### src/rtl/reg_wb_arbiter_if.sv
// reg_wb_arbiter_if: writeback request bus, regfile write port and scoreboard signals
interface reg_wb_arbiter_if #(
   parameter int NREQ = 4,
   parameter int PW   = 2
);
   logic [NREQ-1:0]      req_valid;
   logic [NREQ-1:0]      req_ready;
   logic [5*NREQ-1:0]    req_addr;
   logic [32*NREQ-1:0]   req_data;
   logic                 issue_valid;
   logic [4:0]           issue_addr;
   logic                 we3;
   logic [4:0]           a3;
   logic [31:0]          wd3;
   logic [PW-1:0]        wb_src;
   logic [31:0]          busy;
   modport master (
      output req_valid, req_addr, req_data, issue_valid, issue_addr,
      input  req_ready, we3, a3, wd3, wb_src, busy
   );
   modport slave (
      input  req_valid, req_addr, req_data, issue_valid, issue_addr,
      output req_ready, we3, a3, wd3, wb_src, busy
   );
endinterface

### src/rtl/reg_wb_arbiter.sv
// reg_wb_arbiter: round-robin share of the regfile write port plus pending-write scoreboard
module reg_wb_arbiter #(
   parameter int NREQ = 4,
   parameter int PW   = 2
) (
   input logic             clk,
   input logic             reset,
   reg_wb_arbiter_if.slave bus
);
   logic [PW-1:0] ptr;
   logic [PW-1:0] grant;
   logic [PW-1:0] idx;
   logic          found;
   logic          xfer;
   logic [4:0]    g_addr;
   logic [31:0]   g_data;
   logic [31:0]   set_mask;
   logic [31:0]   clr_mask;
   // search from ptr upward; walking the offsets downward lets the nearest valid requester win
   always_comb begin
      grant = '0;
      found = 1'b0;
      idx   = '0;
      for (int k = NREQ - 1; k >= 0; k--) begin
         idx = PW'((int'(ptr) + k) % NREQ);
         if (bus.req_valid[idx]) begin
            grant = idx;
            found = 1'b1;
         end
      end
   end
   // pick the granted requester's address and data
   always_comb begin
      g_addr = '0;
      g_data = '0;
      for (int k = 0; k < NREQ; k++) begin
         if (PW'(k) == grant) begin
            g_addr = bus.req_addr[5*k +: 5];
            g_data = bus.req_data[32*k +: 32];
         end
      end
   end
   assign xfer          = found & ~reset;
   assign bus.req_ready = xfer ? ({{(NREQ-1){1'b0}}, 1'b1} << grant) : '0;
   assign set_mask      = (bus.issue_valid ? (32'd1 << bus.issue_addr) : 32'd0) & ~32'd1;
   assign clr_mask      = bus.we3 ? (32'd1 << bus.a3) : 32'd0;
   // pointer, registered write port and scoreboard; a set beats a same-cycle clear
   always_ff @(posedge clk) begin
      if (reset) begin
         ptr        <= '0;
         bus.we3    <= 1'b0;
         bus.a3     <= '0;
         bus.wd3    <= '0;
         bus.wb_src <= '0;
         bus.busy   <= '0;
      end else begin
         bus.we3  <= xfer && (g_addr != 5'd0);
         bus.busy <= (bus.busy & ~clr_mask) | set_mask;
         if (xfer) begin
            ptr        <= (grant == PW'(NREQ - 1)) ? '0 : grant + 1'b1;
            bus.a3     <= g_addr;
            bus.wd3    <= g_data;
            bus.wb_src <= grant;
         end
      end
   end
endmodule
### src/flat_wrapper.sv
// flat-port wrapper written by rule: the top's interface ports become plain ports
module reg_wb_arbiter_flat 
#(
   parameter int NREQ = 4,
   parameter int PW   = 2
)
  (clk, reset, bus_req_valid, bus_req_addr, bus_req_data, bus_issue_valid, bus_issue_addr, bus_req_ready, bus_we3, bus_a3, bus_wd3, bus_wb_src, bus_busy);
  reg_wb_arbiter_if #(.NREQ(NREQ), .PW(PW)) bus_i ();
  input logic clk;
  input logic reset;
  input wire logic [$bits(bus_i.req_valid)-1:0] bus_req_valid;
  input wire logic [$bits(bus_i.req_addr)-1:0] bus_req_addr;
  input wire logic [$bits(bus_i.req_data)-1:0] bus_req_data;
  input wire logic [$bits(bus_i.issue_valid)-1:0] bus_issue_valid;
  input wire logic [$bits(bus_i.issue_addr)-1:0] bus_issue_addr;
  output wire logic [$bits(bus_i.req_ready)-1:0] bus_req_ready;
  output wire logic [$bits(bus_i.we3)-1:0] bus_we3;
  output wire logic [$bits(bus_i.a3)-1:0] bus_a3;
  output wire logic [$bits(bus_i.wd3)-1:0] bus_wd3;
  output wire logic [$bits(bus_i.wb_src)-1:0] bus_wb_src;
  output wire logic [$bits(bus_i.busy)-1:0] bus_busy;
  assign bus_i.req_valid = bus_req_valid;
  assign bus_i.req_addr = bus_req_addr;
  assign bus_i.req_data = bus_req_data;
  assign bus_i.issue_valid = bus_issue_valid;
  assign bus_i.issue_addr = bus_issue_addr;
  assign bus_req_ready = bus_i.req_ready;
  assign bus_we3 = bus_i.we3;
  assign bus_a3 = bus_i.a3;
  assign bus_wd3 = bus_i.wd3;
  assign bus_wb_src = bus_i.wb_src;
  assign bus_busy = bus_i.busy;
  reg_wb_arbiter #(.NREQ(NREQ), .PW(PW)) u_core (.clk(clk), .reset(reset), .bus(bus_i));
endmodule
### config.mk
export PLATFORM = sky130hd
export DESIGN_NAME = reg_wb_arbiter_flat
export DESIGN_NICKNAME = d
export VERILOG_FILES = /design/src/rtl/reg_wb_arbiter_if.sv /design/src/rtl/reg_wb_arbiter.sv /design/src/flat_wrapper.sv
export SDC_FILE = /design/constraint.sdc
export NUM_CORES = 1
export LEC_CHECK = 0
export BUFFER_PORTS_ARGS = -buffer_cell sky130_fd_sc_hd__buf_2
export CAP_MARGIN = 10
export CORE_UTILIZATION = 45
export CTS_BUF_LIST = sky130_fd_sc_hd__clkbuf_4 sky130_fd_sc_hd__clkbuf_8
export DETAILED_ROUTE_END_ITERATION = 8
export PLACE_DENSITY_LB_ADDON = 0.12
export SLEW_MARGIN = 20
export SYNTH_ARGS = -nofsm -noshare
export SYNTH_HDL_FRONTEND = slang
export SYNTH_SLANG_ARGS = --single-unit
### constraint.sdc
create_clock -name clk -period 4.11 [get_ports clk]
set_input_delay 0.822 -clock clk [delete_from_list [all_inputs] [get_ports clk]]
set_output_delay 0.822 -clock clk [all_outputs]
set_load 0.01 [all_outputs]
==> results of run 1 <==
## cell type report
| cell class | count | area, µm² | area share |
|---|---|---|---|
| flip-flops and latches | 74 | 1481 | 0.2685 |
| well taps | 108 | 135.1 | 0.02449 |
| diodes | 1 | 2.502 | 0.0004535 |
| clock buffers | 11 | 151.4 | 0.02744 |
| repair buffers | 242 | 1229 | 0.2227 |
| multi-input cells | 382 | 2407 | 0.4363 |
| inverters | 7 | 26.28 | 0.004762 |
| clock inverters | 5 | 85.08 | 0.01542 |
## worst max-delay path, stage by stage
cell and delay, ns:
buf_2 0.13, inv_1 0.09, o22ai_1 0.08, a211oi_1 0.55, ha_2 0.38, inv_1 0.11
nor3_1 0.17, buf_2 0.16
## through the flow
step                setup WS (ns)  hold WS [ns]  utilization  power (mW)  instances
detailed placement         0.7754        0.4545       0.6024       1.780        813
global placement           0.9328        0.4578       0.6024       1.758        813
CTS                        0.7851        0.4672       0.6294       2.447        829
finish                     0.7818        0.4701       0.6296       2.433        830
floorplan                   1.046        0.4711            -       1.487        504
global route               0.5838        0.4794       0.6296       2.573        830
## routing by layer
metal	track usage	routed length (µm)	vias to the layer above
met2	0.4599	6565	212
li1	-	-	2267
met1	0.3247	5389	2152
met4	0.1097	369	2
met3	0.06835	1072	29
met5	0	13	-
## layout by cell type (no fill, tap or decap), types with 4 or more instances in the layout
cell,n
inv_1,7
nor3_1,5
nor3_2,28
dfxtp_1,74
a21oi_1,75
o31a_1,32
nand2b_1,5
a221oi_1,35
nor2_1,37
buf_2,235
or2_2,5
nand2_1,40
buf_4,7
nand3b_1,5
and2_1,6
o21ai_0,28
nand3_1,9
clkbuf_8,11
nor2b_1,38
o22ai_1,4
## flip-flops by register name, indices dropped and copies added, names as in the netlist
signal	flops
u_core.bus.busy	32
u_core.bus.we3	1
u_core.bus.wb_src	2
u_core.ptr	2
u_core.bus.wd3	32
u_core.bus.a3	5
## power breakdown
group / switching, mW / internal [mW]
clock network: 0.286 / 0.379
logic: 0.481 / 0.409
registers: 0.0691 / 0.810
total: 0.836 / 1.60
## worst max path at each step
stage / to / startpoint / slack (ns)
after floorplan: bus_req_ready[2] / bus_req_valid[2] / 1.05
after global placement: bus_req_ready[3] / bus_req_valid[1] / 0.93
after detailed placement: u_core.bus.we3$_SDFF_PP0_ / bus_req_valid[1] / 0.78
after CTS: bus_req_ready[3] / bus_req_valid[1] / 0.79
after global routing: bus_req_ready[3] / bus_req_valid[1] / 0.58
final: bus_req_ready[3] / bus_req_valid[2] / 0.78
## cell families (layout without fill, tap and decap cells)
logic type | count (synthesis) | count (layout)
flops | 74 | 74
compound gates | 187 | 187
fa+ha+maj | 4 | 4
other cells | 0 | 1
simple gates | 191 | 191
buf+inv | 48 | 265
==> impl_metrics.yaml, run 1 <==
run_status:
  outcome: "complete, no violations"
route:
  routed_vias: 4662
  totalWireLength_um: 13410
  routed_wire_length_per_instance_um: 16.16
  post-route-drc-count: 0
  detailedRoute.firstPassIterationCount: 4
  detail_route.vias_per_cell: 5.617
  drtAntennaViolNets: 0
  drt_iter0_markers: 188
synthesis:
  post_synth_xor_area_fraction: 0
  syn_area_per_cell_um2: 8.143
  async_reset_ff_frac: 0
  synth_fa_ha_area_frac: 0.01220
  post_synth_mux_area_share: 0
  synth_top_family_by_area: "compound AO/OA/AOI/OAI gates"
  synth_compound_gate_area_share: 0.2991
  netlist_instances: 504
  yosys_register_bits: 74
  post_synth_main_area_contributors: "dfxtp_1, a21oi_1, a221oi_1"
  synth.top_cells.by_count: "a21oi_1, dfxtp_1, nand2_1"
  seq_area_frac_synth: 0.3610
  number_of_synthesized_flops_with_an_enable_pin: 0
  post-synth-top-count-cell: "a21oi_1"
  synth_top_cell_area_share: 0.3610
  synthesis.yosys.warnings: 0
  dominantRegCellSynth: "dfxtp_1"
  post_synth_num_cell_types: 37
  netlist_area_um2: 4104
  synth_nets: 668
  synth_top_cell_by_area: "dfxtp_1"
  simple_logic_cell_fraction_of_the_synthesized_area: 0.2735
cells_and_area:
  finalInstanceArea_um2: 5518
  area_growth_syn_to_layout_pct: 34.45
  share_of_final_layout_standard_cells_stronger_than_drive_strength_1: 0.4105
  fin_nets: 880
  nFillCells: 812
worst_setup_path:
  reg2reg_to: "u_core.bus.we3$_SDFF_PP0_"
  worstPathRequired_ns: 3.29
  critical_path_class: "in -> out"
  r2r_worst_path_depth: 10
  critPathLaunchType: "input pin"
  regToRegStartpoint: "u_core.ptr[0]$_SDFFE_PP0P_"
  worst-endpoint-arrival_ns: 2.51
  end_kind: "primary output"
  worst-path-max-fanout: 7
  rrSetupSlack_ns: 1.34
sta:
  setup_violations: 0
  unrepaired_setup_endpoints_after_global_routing: "false"
  timing.final.crit_share: 0.8098
  max_freq_mhz: 300.5
  hold_viol: 0
  max_slew_violations: 0
  worst_slew_pin_slew_ns: 0.9409
  timing.max_slew.rel_slack: 0.3728
  timing.setup.tns_ns: 0
  layout_min_cycle_time_ns: 3.328
  final.setup_skew_ns: 0.01481
cts:
  max_root_sink_buffers: 2
  tritoncts_clock_tree: "done"
  cts_root_buffer: "clkbuf_8"
  clkLatencyLatePin_ns: 0.35
  htreeDepth: 3
  cts_sinks: 74
  numCtsBuffers: 9
  postCtsResizedCells: 0
  clk_pin_slew_ns: 0.08
  post_cts.repair.setup_buffers: 0
  cts_hold_buffers: 0
placed_design:
  dp.final_hpwl_um: 9998
  place.port_buffers: 235
  postPlaceCellArea_um2: 5279
  gpl.final_weighted_congestion: 0.8784
hold_path:
  hold_start: "u_core.bus.wb_src[1]$_SDFFE_PP0P_"
  whs_path_depth: 2
  hold_class: "reg -> reg"
  whs_endpoint: "u_core.bus.wb_src[1]$_SDFFE_PP0P_"
die:
  initial_core_util: 0.4683
  floorplan.io_pins: 236
  die_width_um: 97.50
  dieHeight_um: 97.50
  fp.coreArea_um2: 8763
  die_area_um2: 9505
  core.rowCount: 34
power:
  vdd.ir_drop.worst_mv: 0.2094
  power.leakage_nw: 2.476
  power_density_nw_per_um2: 441.0
job:
  maxCapViolCount: 0
grt:
  grt_start_max_net_pins: 75
  wire_length_of_the_first_global_routing_pass_um: 20880
  grt_pass1_vias: 4349
  grt-ovfl-total: 0
  antenna_violations_before_repair: 2
  groute.usage.overall: 0.2706
(Power assumes the default switching activity.)
==> inputs of run 2 (changes only) <==
Clock period 4.11 ns to 3.1 ns, I/O delays scaled along.
==> impl_metrics.yaml, run 2 (synthesis gave the netlist of run 1 again) <==
run_status:
  outcome: "complete, no violations"
cells_and_area:
  fin_nets: 880
  share_of_final_layout_standard_cells_stronger_than_drive_strength_1: 0.4097
  regArea_um2: 1481
  final_core_utilization: 0.6259
  antenna_cells: 0
  layout_commonest_cell: "buf_2"
  finalInstanceArea_um2: 5485
  registers_with_the_most_flip_flops: "u_core.bus.busy (32), u_core.bus.wd3 (32), u_core.bus.a3 (5)"
  area_growth_syn_to_layout_pct: 33.66
  nFillCells: 789
  final_cell_mix: "buf_2, a21oi_1, dfxtp_1"
  multiInputGateArea_um2: 2407
placed_design:
  dp.final_hpwl_um: 10090
  place.port_buffers: 235
  postPlaceCellArea_um2: 5316
  gpl.final_weighted_congestion: 0.8503
cts:
  max_root_sink_buffers: 2
  tritoncts_clock_tree: "done"
  cts_hold_buffers: 0
  numCtsBuffers: 9
  htreeDepth: 3
  clkLatencyLatePin_ns: 0.34
  postCtsResizedCells: 0
  cts_sinks: 74
  post_cts.repair.setup_buffers: 0
  clk_pin_slew_ns: 0.08
  cts_root_buffer: "clkbuf_8"
sta:
  hold_viol: 0
  timing.setup.tns_ns: 0
  timing.hold.ws_ns: 0.4733
  timing.max_slew.rel_slack: 0.4781
  max_freq_mhz: 345.2
  max_slew_violations: 0
  setup_violations: 0
  unrepaired_setup_endpoints_after_global_routing: "false"
  final.setup_skew_ns: 0.009007
  layout_min_cycle_time_ns: 2.897
  worst_slew_pin_slew_ns: 0.7829
  timing.final.crit_share: 0.9346
grt:
  antenna_violations_before_repair: 1
  groute.layer.met2.usage: 0.4820
  use_met1: 0.3257
  wire_length_of_the_first_global_routing_pass_um: 21280
  grt_start_max_net_pins: 65
  grt_pass1_vias: 4431
  grt.busiest_layer: "met2"
  grt-ovfl-total: 0
  groute.usage.overall: 0.2754
  grt.met3_usage: 0.05971
die:
  initial_core_util: 0.4683
  dieHeight_um: 97.50
  floorplan.io_pins: 236
  core.rowCount: 34
  die_area_um2: 9505
  die_width_um: 97.50
  fp.coreArea_um2: 8763
worst_setup_path:
  slowest_delay_ns: 0.49
  critPathLaunchType: "input pin"
  crit_top_cell: "buf_2"
  worstPathRequired_ns: 2.48
  critical_path.startpoint: "bus_req_valid[2]"
  worst-path-buf-inv: 4
  worstPathCellList: "buf_2, inv_1, o22ai_1, a211oi_1, ha_1, buf_12, and2_1, buf_2"
  worst-path-max-fanout: 39
  end_kind: "primary output"
  path_delay_family: "compound AO/OA/AOI/OAI gates"
  regToRegStartpoint: "u_core.ptr[0]$_SDFFE_PP0P_"
  critical_path_class: "in -> out"
  slowest_stage: "a211oi_1"
  worst-endpoint-arrival_ns: 2.28
route:
  detail_route.vias_per_cell: 5.719
  drt_iter0_markers: 178
  post-route-drc-count: 0
  routed_wire_length_per_instance_um: 16.57
  totalWireLength_um: 13720
  routed_vias: 4735
  drtAntennaViolNets: 0
  detailedRoute.firstPassIterationCount: 4
hold_path:
  hold_start: "u_core.bus.busy[26]$_SDFF_PP0_"
  hold_class: "reg -> reg"
power:
  power_density_nw_per_um2: 556.1
  power.leakage_nw: 2.458
  power_mw: 3.050
  vdd.ir_drop.worst_mv: 0.2552
job:
  maxCapViolCount: 0
run 2: cell count changes in the layout (fill, tap and decap cells not counted):
cell	change
buf_12	+3
diode_2	-1
buf_4	-3
bufinv_16	-2
clkbuf_8	-1
inv_6	-1
clkinv_2	+3
run 2: power by group:
group          internal [mW]  switching [mW]  total [mW]
registers               1.07          0.0938        1.17
clock network          0.305           0.362       0.667
logic                  0.566           0.649        1.22
total                   1.95            1.11        3.05
run 2: worst paths after layout:
check	cells past startpoint	slack, ns	end
worst max-delay path	8	0.20	bus_req_ready[1]
worst min-delay path	2	0.47	u_core.bus.busy[26]$_SDFF_PP0_
worst max register to register	9	0.49	u_core.bus.wd3[3]$_SDFFE_PP0P_
worst min register to register	2	0.47	u_core.bus.busy[26]$_SDFF_PP0_
run 2: final cells by class:
| type | instances | area share |
|---|---|---|
| multi-input cells | 382 | 0.4389 |
| flip-flops and latches | 74 | 0.2701 |
| repair buffers | 242 | 0.2308 |
| clock buffers | 10 | 0.02509 |
| well taps | 108 | 0.02464 |
| clock inverters | 5 | 0.005703 |
| inverters | 7 | 0.004790 |
run 2: stage by stage:
step | cells | setup slack [ns]
floorplan | 504 | 0.4400
global placement | 813 | 0.2534
detailed placement | 813 | 0.1630
CTS | 828 | 0.2117
global route | 828 | 0.02664
finish | 828 | 0.2027
run 2: tightest hold or removal path: stages (launching register included):
cell and delay (ns):
dfxtp_1 0.31, o21ai_0 0.06, a21oi_1 0.06
run 2: metal layers:
metal  wire length (µm)  vias up
li1                   -     2266
met5                  0        -
met1               5276     2196
met2               6931      239
met4                371        0
met3               1143       34
